--- src/rtl/mult_pkg.sv ---
// Shared constants for the sequential multiplier: FSM state encoding and width.
package mult_pkg;

  localparam int STATE_W = 2;

  typedef logic [STATE_W-1:0] state_t;

  localparam state_t IDLE = 2'd0;
  localparam state_t CALC = 2'd1;
  localparam state_t FIX  = 2'd2;

endpackage

--- src/rtl/mult_cond_neg.sv ---
// Combinational conditional two's-complement negate: out = en ? -in : in.
module mult_cond_neg #(
  parameter int N = 10
) (
  input  logic         en,
  input  logic [N-1:0] in,
  output logic [N-1:0] out
);

  assign out = en ? (~in + 1'b1) : in;

endmodule

--- src/rtl/mult_seq_param.sv ---
// Parametrised shift-add multiplier, WIDTH x WIDTH -> 2*WIDTH, signed or unsigned.
// Define MULT_DEBUG_EN to expose the live accumulator (ACC) and FSM state (pstate).
module mult_seq_param
  import mult_pkg::*;
#(
  parameter int WIDTH = 10
) (
  input  logic               clk,
  input  logic               rst_n,
  input  logic               St,
  input  logic               Signed_Mode,
  input  logic [WIDTH-1:0]   Mplier,
  input  logic [WIDTH-1:0]   Mcand,
  output logic [2*WIDTH-1:0] Prod,
  output logic               done,
  output logic               busy
`ifdef MULT_DEBUG_EN
  ,
  output logic [2*WIDTH:0]   ACC,
  output logic [1:0]         pstate
`endif
);

  localparam int CW = $clog2(WIDTH);
  localparam logic [CW-1:0] LAST = CW'(WIDTH - 1);

  state_t             state;
  logic [CW-1:0]      count;
  logic [2*WIDTH:0]   acc;
  logic [WIDTH-1:0]   mcand_mag;
  logic               neg;

  logic [WIDTH-1:0]   mplier_abs;
  logic [WIDTH-1:0]   mcand_abs;
  logic [2*WIDTH-1:0] result;
  logic [WIDTH:0]     upper_sum;
  logic [2*WIDTH:0]   acc_step;

  mult_cond_neg #(.N(WIDTH)) u_abs_mplier (
    .en  (Signed_Mode & Mplier[WIDTH-1]),
    .in  (Mplier),
    .out (mplier_abs)
  );

  mult_cond_neg #(.N(WIDTH)) u_abs_mcand (
    .en  (Signed_Mode & Mcand[WIDTH-1]),
    .in  (Mcand),
    .out (mcand_abs)
  );

  mult_cond_neg #(.N(2*WIDTH)) u_sign_result (
    .en  (neg),
    .in  (acc[2*WIDTH-1:0]),
    .out (result)
  );

  // Upper half keeps its carry bit so the shift brings it back into range.
  always_comb begin
    upper_sum = acc[2*WIDTH:WIDTH] + (acc[0] ? {1'b0, mcand_mag} : '0);
    acc_step  = {1'b0, upper_sum, acc[WIDTH-1:1]};
  end

  always_ff @(posedge clk) begin
    if (!rst_n) begin
      state     <= IDLE;
      count     <= '0;
      acc       <= '0;
      mcand_mag <= '0;
      neg       <= 1'b0;
      Prod      <= '0;
      done      <= 1'b0;
      busy      <= 1'b0;
    end else begin
      done <= 1'b0;
      case (state)
        IDLE: begin
          if (St) begin
            acc       <= {{(WIDTH+1){1'b0}}, mplier_abs};
            mcand_mag <= mcand_abs;
            neg       <= Signed_Mode & (Mplier[WIDTH-1] ^ Mcand[WIDTH-1]);
            count     <= '0;
            busy      <= 1'b1;
            state     <= CALC;
          end
        end
        CALC: begin
          acc   <= acc_step;
          count <= count + 1'b1;
          if (count == LAST) begin
            state <= FIX;
          end
        end
        FIX: begin
          Prod  <= result;
          done  <= 1'b1;
          busy  <= 1'b0;
          count <= '0;
          state <= IDLE;
        end
        default: begin
          state <= IDLE;
        end
      endcase
    end
  end

`ifdef MULT_DEBUG_EN
  assign ACC    = acc;
  assign pstate = state;
`endif

endmodule

--- config.mk ---
export PLATFORM = sky130hd
export DESIGN_NAME = mult_seq_param
export DESIGN_NICKNAME = d
export VERILOG_FILES = /design/src/rtl/mult_pkg.sv /design/src/rtl/mult_cond_neg.sv /design/src/rtl/mult_seq_param.sv
export SDC_FILE = /design/constraint.sdc
export NUM_CORES = 1
export LEC_CHECK = 0
export ABC_AREA = 1
export CELL_PAD_IN_SITES_DETAIL_PLACEMENT = 1
export CELL_PAD_IN_SITES_GLOBAL_PLACEMENT = 2
export CORE_UTILIZATION = 33
export DETAILED_ROUTE_END_ITERATION = 7
export PLACE_DENSITY = 0.83
export SYNTH_ARGS = -nofsm -noshare
export SYNTH_HDL_FRONTEND = slang
export SYNTH_HIERARCHICAL = 1
export SYNTH_SLANG_ARGS = --single-unit
export TNS_END_PERCENT = 10
--- constraint.sdc ---
create_clock -name clk -period 3.3 [get_ports clk]
set_input_delay 0.825 -clock clk [delete_from_list [all_inputs] [get_ports clk]]
set_output_delay 0.825 -clock clk [all_outputs]
set_load 0.02 [all_outputs]
==> out/results.ini <==
[sta]
rsz0062_at_grt = no
finalMaxSlewViolations = 0
period_minus_slack_ns = 2.37
fin_crit_sh_pct = 71.7
setup_viol = 0
max_freq_mhz = 423
final-hold-violation-count = 0
fin_skew_ns = 0.00474
fin_tns_setup_ns = 0
worstMarginPinSlew_ns = 0.835
max_slew_margin_pct = 44.2

[clocking]
cts_resized = 0
post_cts_buffers = 0
clk_pin_slew_ns = 0.05
numCtsBuffers = 9
clk_path_buf_depth = 2
clk_latency_ns = 0.32
ctsHoldBuffers = 0
htree_levels = 3
clkSinkCount = 59
cts-root-buf = clkbuf_16
cts_tree = yes

[finish]
layout_common_cells = 146 x nand2_1, 96 x nor2_1, 59 x dfxtp_1, 51 x inv_1, 47 x o21ai_0
nNetsFinal = 667
final_common_cell = nand2_1
drive_gt1_share_pct = 7.30
seqCellArea_mm2 = 0.00118
diodes = 0
multi_input_area_mm2 = 0.00229
syn_to_final_growth_pct = 20.3
nFillCells = 1462

[global_route]
grt_pass1_wl_um = 17300
grt_max_degree = 45
track_usage_pct = 18.5
grt_pass1_vias = 3635
antenna_found_initial = 0
overflow = 0

[floorplan]
start_util_pct = 34.5
num_rows = 38
boundaryPins = 46
coreArea_mm2 = 0.0111
die_w_um = 110
die-area_mm2 = 0.0120
die_h_um = 110

[worst_setup_path]
worstPathCellList = clkdlybuf4s50_1 > nand2_1 > nor2_2 > buf_4 > nor2_2 > inv_2 > nor2_2 > nor2_1 > a211oi_2
start_kind = input pin
worst-path-buf-inv = 3
arrival_ns = 2.61
r2r_slack_ns = 1.22
crit_family = buffers and inverters
cp-end-kind = flip-flop
path_class = input pin to flip-flop
cpPeakStageDelay_ns = 0.40
cp-endpoint = count[2]
crit_path_top_delay_cell = clkdlybuf4s50_1
timing.rr.start = acc[0]
setup.worst_path.start = St
rr_worst_depth = 11
worstPathRequired_ns = 3.54
crit_top_cell = nor2_2
crit_fanout = 21
r2r-end = acc[15]
crit_cells = 9

[power]
total_power_mw = 2.04
p_leak_nw = 2.19
vdd_drop_max_mv = 0.316
p_per_area_mw_per_mm2 = 445

[synthesis]
syn_area_per_cell_um2 = 6.45
ys_types = 37
synthCells = 593
synth-seq-cells = 59
ys_warn_count = 6
synth_nets = 633
synth_top_flop_cell = dfxtp_1
synthesis.area_mm2 = 0.00382
synth-edff-count = 0
synth-seq-area-share_pct = 30.9
synthArstFlopShare_pct = 0

[route]
wl_um = 10400
drc = 0
wl_per_cell_um = 13.5
drt_iter0_drc = 126
dr_total_vias = 3771
vias_per_cell = 4.90
dr.pass1.iters = 4
antenna_left = 0

[hold_path]
min_path_cells = 2
hold_path.class = flip-flop to flip-flop

[place]
finalWeightedCongestion = 0.858
detailedPlacementHpwl_um = 7870
io_buffers = 45

[status]
status = completed

[flow_run]
drv_cap = 0

## kinds of logic after synthesis
kind of cell	count (synthesis)	share of synthesized area, %
DFF	59	30.9
buffers and inverters	81	9.29
and+or+nand+nor	321	36.7
xor gates and xnor gates	14	3.21
AOI/OAI and AO/OA	102	14.5
adders and majority gates	16	5.43
## state kept, by name (all words and copies together), names as in the netlist
register   cells
state          2
done           1
busy           1
neg            1
count          4
Prod          20
mcand_mag     10
acc           20
## layer usage
metal  part of all wire [%]  track usage (%)
met4                   0.85             4.67
met3                    1.8             3.02
met5                      0                0
met2                     47             32.3
met1                     50             23.7
## metrics by stage
step                std cells  area (µm²)  setup slack (ns)  hold WS [ns]  util [%]
floorplan                 593        3820              1.39         0.466         -
global route              770        4600             0.792         0.511      41.5
finish                    770        4600             0.934         0.482      41.5
global placement          756        4330             0.661         0.483      39.1
CTS                       770        4600             0.949         0.496      41.5
detailed placement        756        4330             0.602         0.486      39.1
## where the power goes
group / leakage [nW] / switching (mW) / total, mW / internal (mW)
Combinational: 1.57 / 0.246 / 0.395 / 0.148
Sequential: 0.481 / 0.0548 / 0.805 / 0.751
Clock: 0.137 / 0.309 / 0.845 / 0.535
Total: 2.19 / 0.610 / 2.04 / 1.43
## worst min path at each step
stage	start	slack [ns]	end
after floorplan	count[3]	0.47	count[3]
after global placement	count[3]	0.48	count[3]
after detailed placement	busy	0.49	busy
after CTS	busy	0.50	busy
after global routing	busy	0.51	busy
final	busy	0.48	busy
## synth_stat cells (4+ instances only)
library cell  number  area (µm²)
xor2_1             7        61.3
nand2_2            7        43.8
xnor2_1            7        61.3
dfxtp_1           59        1180
a21o_1             4        30.0
inv_1             51         191
buf_4              5        37.5
ha_1              15         188
a21oi_1           20         100
nand3b_1           8        60.1
o21ai_1           16        80.1
a31oi_1           10        62.6
nor2_2             6        37.5
clkbuf_1          13        48.8
nor2_4             4        45.0
o21ai_0           47         235
nand2_1          146         548
nand4_1            4        25.0
nand3_1           41         205
nor2_1            96         360
## final cells by class
cell class,count,share of cell area (%)
sequential,59,25.7
clock inverter,3,0.326
clock buffer,11,5.50
multi-input combinational,453,49.7
timing repair buffer,48,10.3
tap,140,3.81
inverter,56,4.68
## worst min-delay path, stage by stage, from the launching register on
cell and delay, ns:
dfxtp_1 0.32, nand2_1 0.06, a21oi_1 0.05
(Power assumes the default switching activity.)
==> variant: new RTL, same settings <==
Build with the macro `MULT_DEBUG_EN` defined.
--- a/src/rtl/mult_seq_param.sv
+++ b/src/rtl/mult_seq_param.sv
@@ -1,5 +1,7 @@
 // Parametrised shift-add multiplier, WIDTH x WIDTH -> 2*WIDTH, signed or unsigned.
 // Define MULT_DEBUG_EN to expose the live accumulator (ACC) and FSM state (pstate).
+`define MULT_DEBUG_EN
+
 module mult_seq_param
   import mult_pkg::*;
 #(
Function (old outputs only; new: ACC and pstate): kept (Yosys induction, for registers that start in step).
==> variant against the unedited design <==
- setup slack worse by 0.15 ns
- wire length rose by 8.7%
- area after synthesis up 0.29%
- critical path depth decreased by 8
- clock skew increased by 0.0051 ns
- cell count grew 3.6%
- power grew 8.7%
- cell area grew 6.0%
- sequential cell count stayed put
- highest routed layer unchanged
- critical endpoint is now ACC[0]
- largest cell class unchanged
==> variant: results (changes against the unedited design) <==
status: "finished, final reports clean"  # unchanged
leakage_uw: 0.002291  # was 0.002188 uW
grt_first_pass_wirelength_mm: 18.69  # was 17.29 mm
final_layout_size_suffix_gt1_frac: 0.07328  # was 0.07302
finalNonFillerCells: 798  # was 770
seq_area_frac_synth: 0.3080  # was 0.3089
pre_cts_ws_ns: 0.6787  # was 0.6021 ns
critPathCaptureType: "output port"  # was flip-flop
place_area_sq_mm: 0.004574  # was 0.004332 sq mm
cts_resized: 0  # unchanged
met2_usage: 0.3571  # was 0.3230
synth-xor-area-share: 0.03197  # was 0.03207
endpoint: "ACC[0]"  # was count[2]
io_buffers: 67  # was 45
crit_path_start: "ACC[0]"  # was St
r2r-start: "pstate[1]"  # was acc[0]
vias: 3944  # was 3771
hold_class: "flip-flop to flip-flop"  # unchanged
synth_compound_area_frac: 0.1445  # was 0.1450
clockBufferDepth: 2  # unchanged
crit_fanout: 14  # was 21
max_slew_margin: 0.4260  # was 0.4424
met1_usage: 0.2436  # was 0.2366
wirelength_met1_mm: 5.352  # was 5.240 mm
min_path_cells: 2  # unchanged
ir_worst_vdd_uv: 228.6  # was 315.6 uV
hp-start: "busy"  # unchanged
synth_fa_ha_area_frac: 0.05416  # was 0.05432
wl_met3_um: 325  # was 190 um
met3_usage: 0.02905  # was 0.03023
met2_length_mm: 5.550  # was 4.897 mm
synth_commonest_cells: "nand2_1 (146), nor2_1 (96), dfxtp_1 (59)"  # unchanged
wl_mm: 11.32  # was 10.42 mm
grtUsageTotal: 0.2000  # was 0.1853
reg2reg_depth: 8  # was 11
ys_top_cells_by_area: "dfxtp_1 (31%), nand2_1 (14%), nor2_1 (9.4%)"  # unchanged
r2r_setup_slack_ns: 1.15  # was 1.22 ns
fin_skew_ns: 0.009826  # was 0.004737 ns
fill_cells: 1486  # was 1462
synth_fp_nets: 635  # was 633
grt_max_degree: 26  # was 45
yosysWarnings: 6  # unchanged
dp_cells: 784  # was 756
root_buffer: "clkbuf_16"  # unchanged
r2r-end: "count[2]"  # was acc[15]
yosysUniqueCellTypes: 38  # was 37
nNetsFinal: 692  # was 667
arrival_ns: 1.69  # was 2.61 ns
critPathMaxStageDelay_ns: 0.71  # was 0.40 ns
syn_inst: 595  # was 593
grt_pass1_vias: 3923  # was 3635
cts_setup_buffers: 0  # unchanged
finalWeightedCongestion: 0.8256  # was 0.8582
drt_iter0_markers: 143  # was 126
critPathSlowestCell: "clkdlybuf4s50_1"  # unchanged
antenna_cells: 0  # unchanged
hpwl_mm: 8.586  # was 7.874 mm
fin_crit_ns: 2.512  # was 2.366 ns
hold_end: "busy"  # unchanged
variant: cell types whose count changed in the layout (fill, tap and decap cells not counted), sizes merged:
cell	change
clkinv	-2
buf	+2
clkdlybuf4s50	+22
bufinv	+1
conb	+1
clkbuf	+1
variant: final cells by class:
| class | count | area (sq um) | area share |
|---|---|---|---|
| clock buffer | 12 | 266.5 | 0.05466 |
| tap | 143 | 178.9 | 0.03669 |
| clock inverter | 2 | 35.03 | 0.007185 |
| multi-input combinational | 454 | 2291 | 0.4698 |
| timing repair buffer | 72 | 708.2 | 0.1452 |
| inverter | 56 | 215.2 | 0.04414 |
| sequential | 59 | 1181 | 0.2422 |
variant: where the power goes:
group	switching (uW)	internal, uW
Combinational	278	181
Sequential	61.5	750
Clock	315	635
variant: per-stage QoR:
step | hold WS (ns) | utilization
after floorplan | 0.4662 | -
after CTS | 0.4667 | 0.4289
after global placement | 0.4537 | 0.4023
final | 0.4652 | 0.4289
after detailed placement | 0.4586 | 0.4023
after global routing | 0.5000 | 0.4289
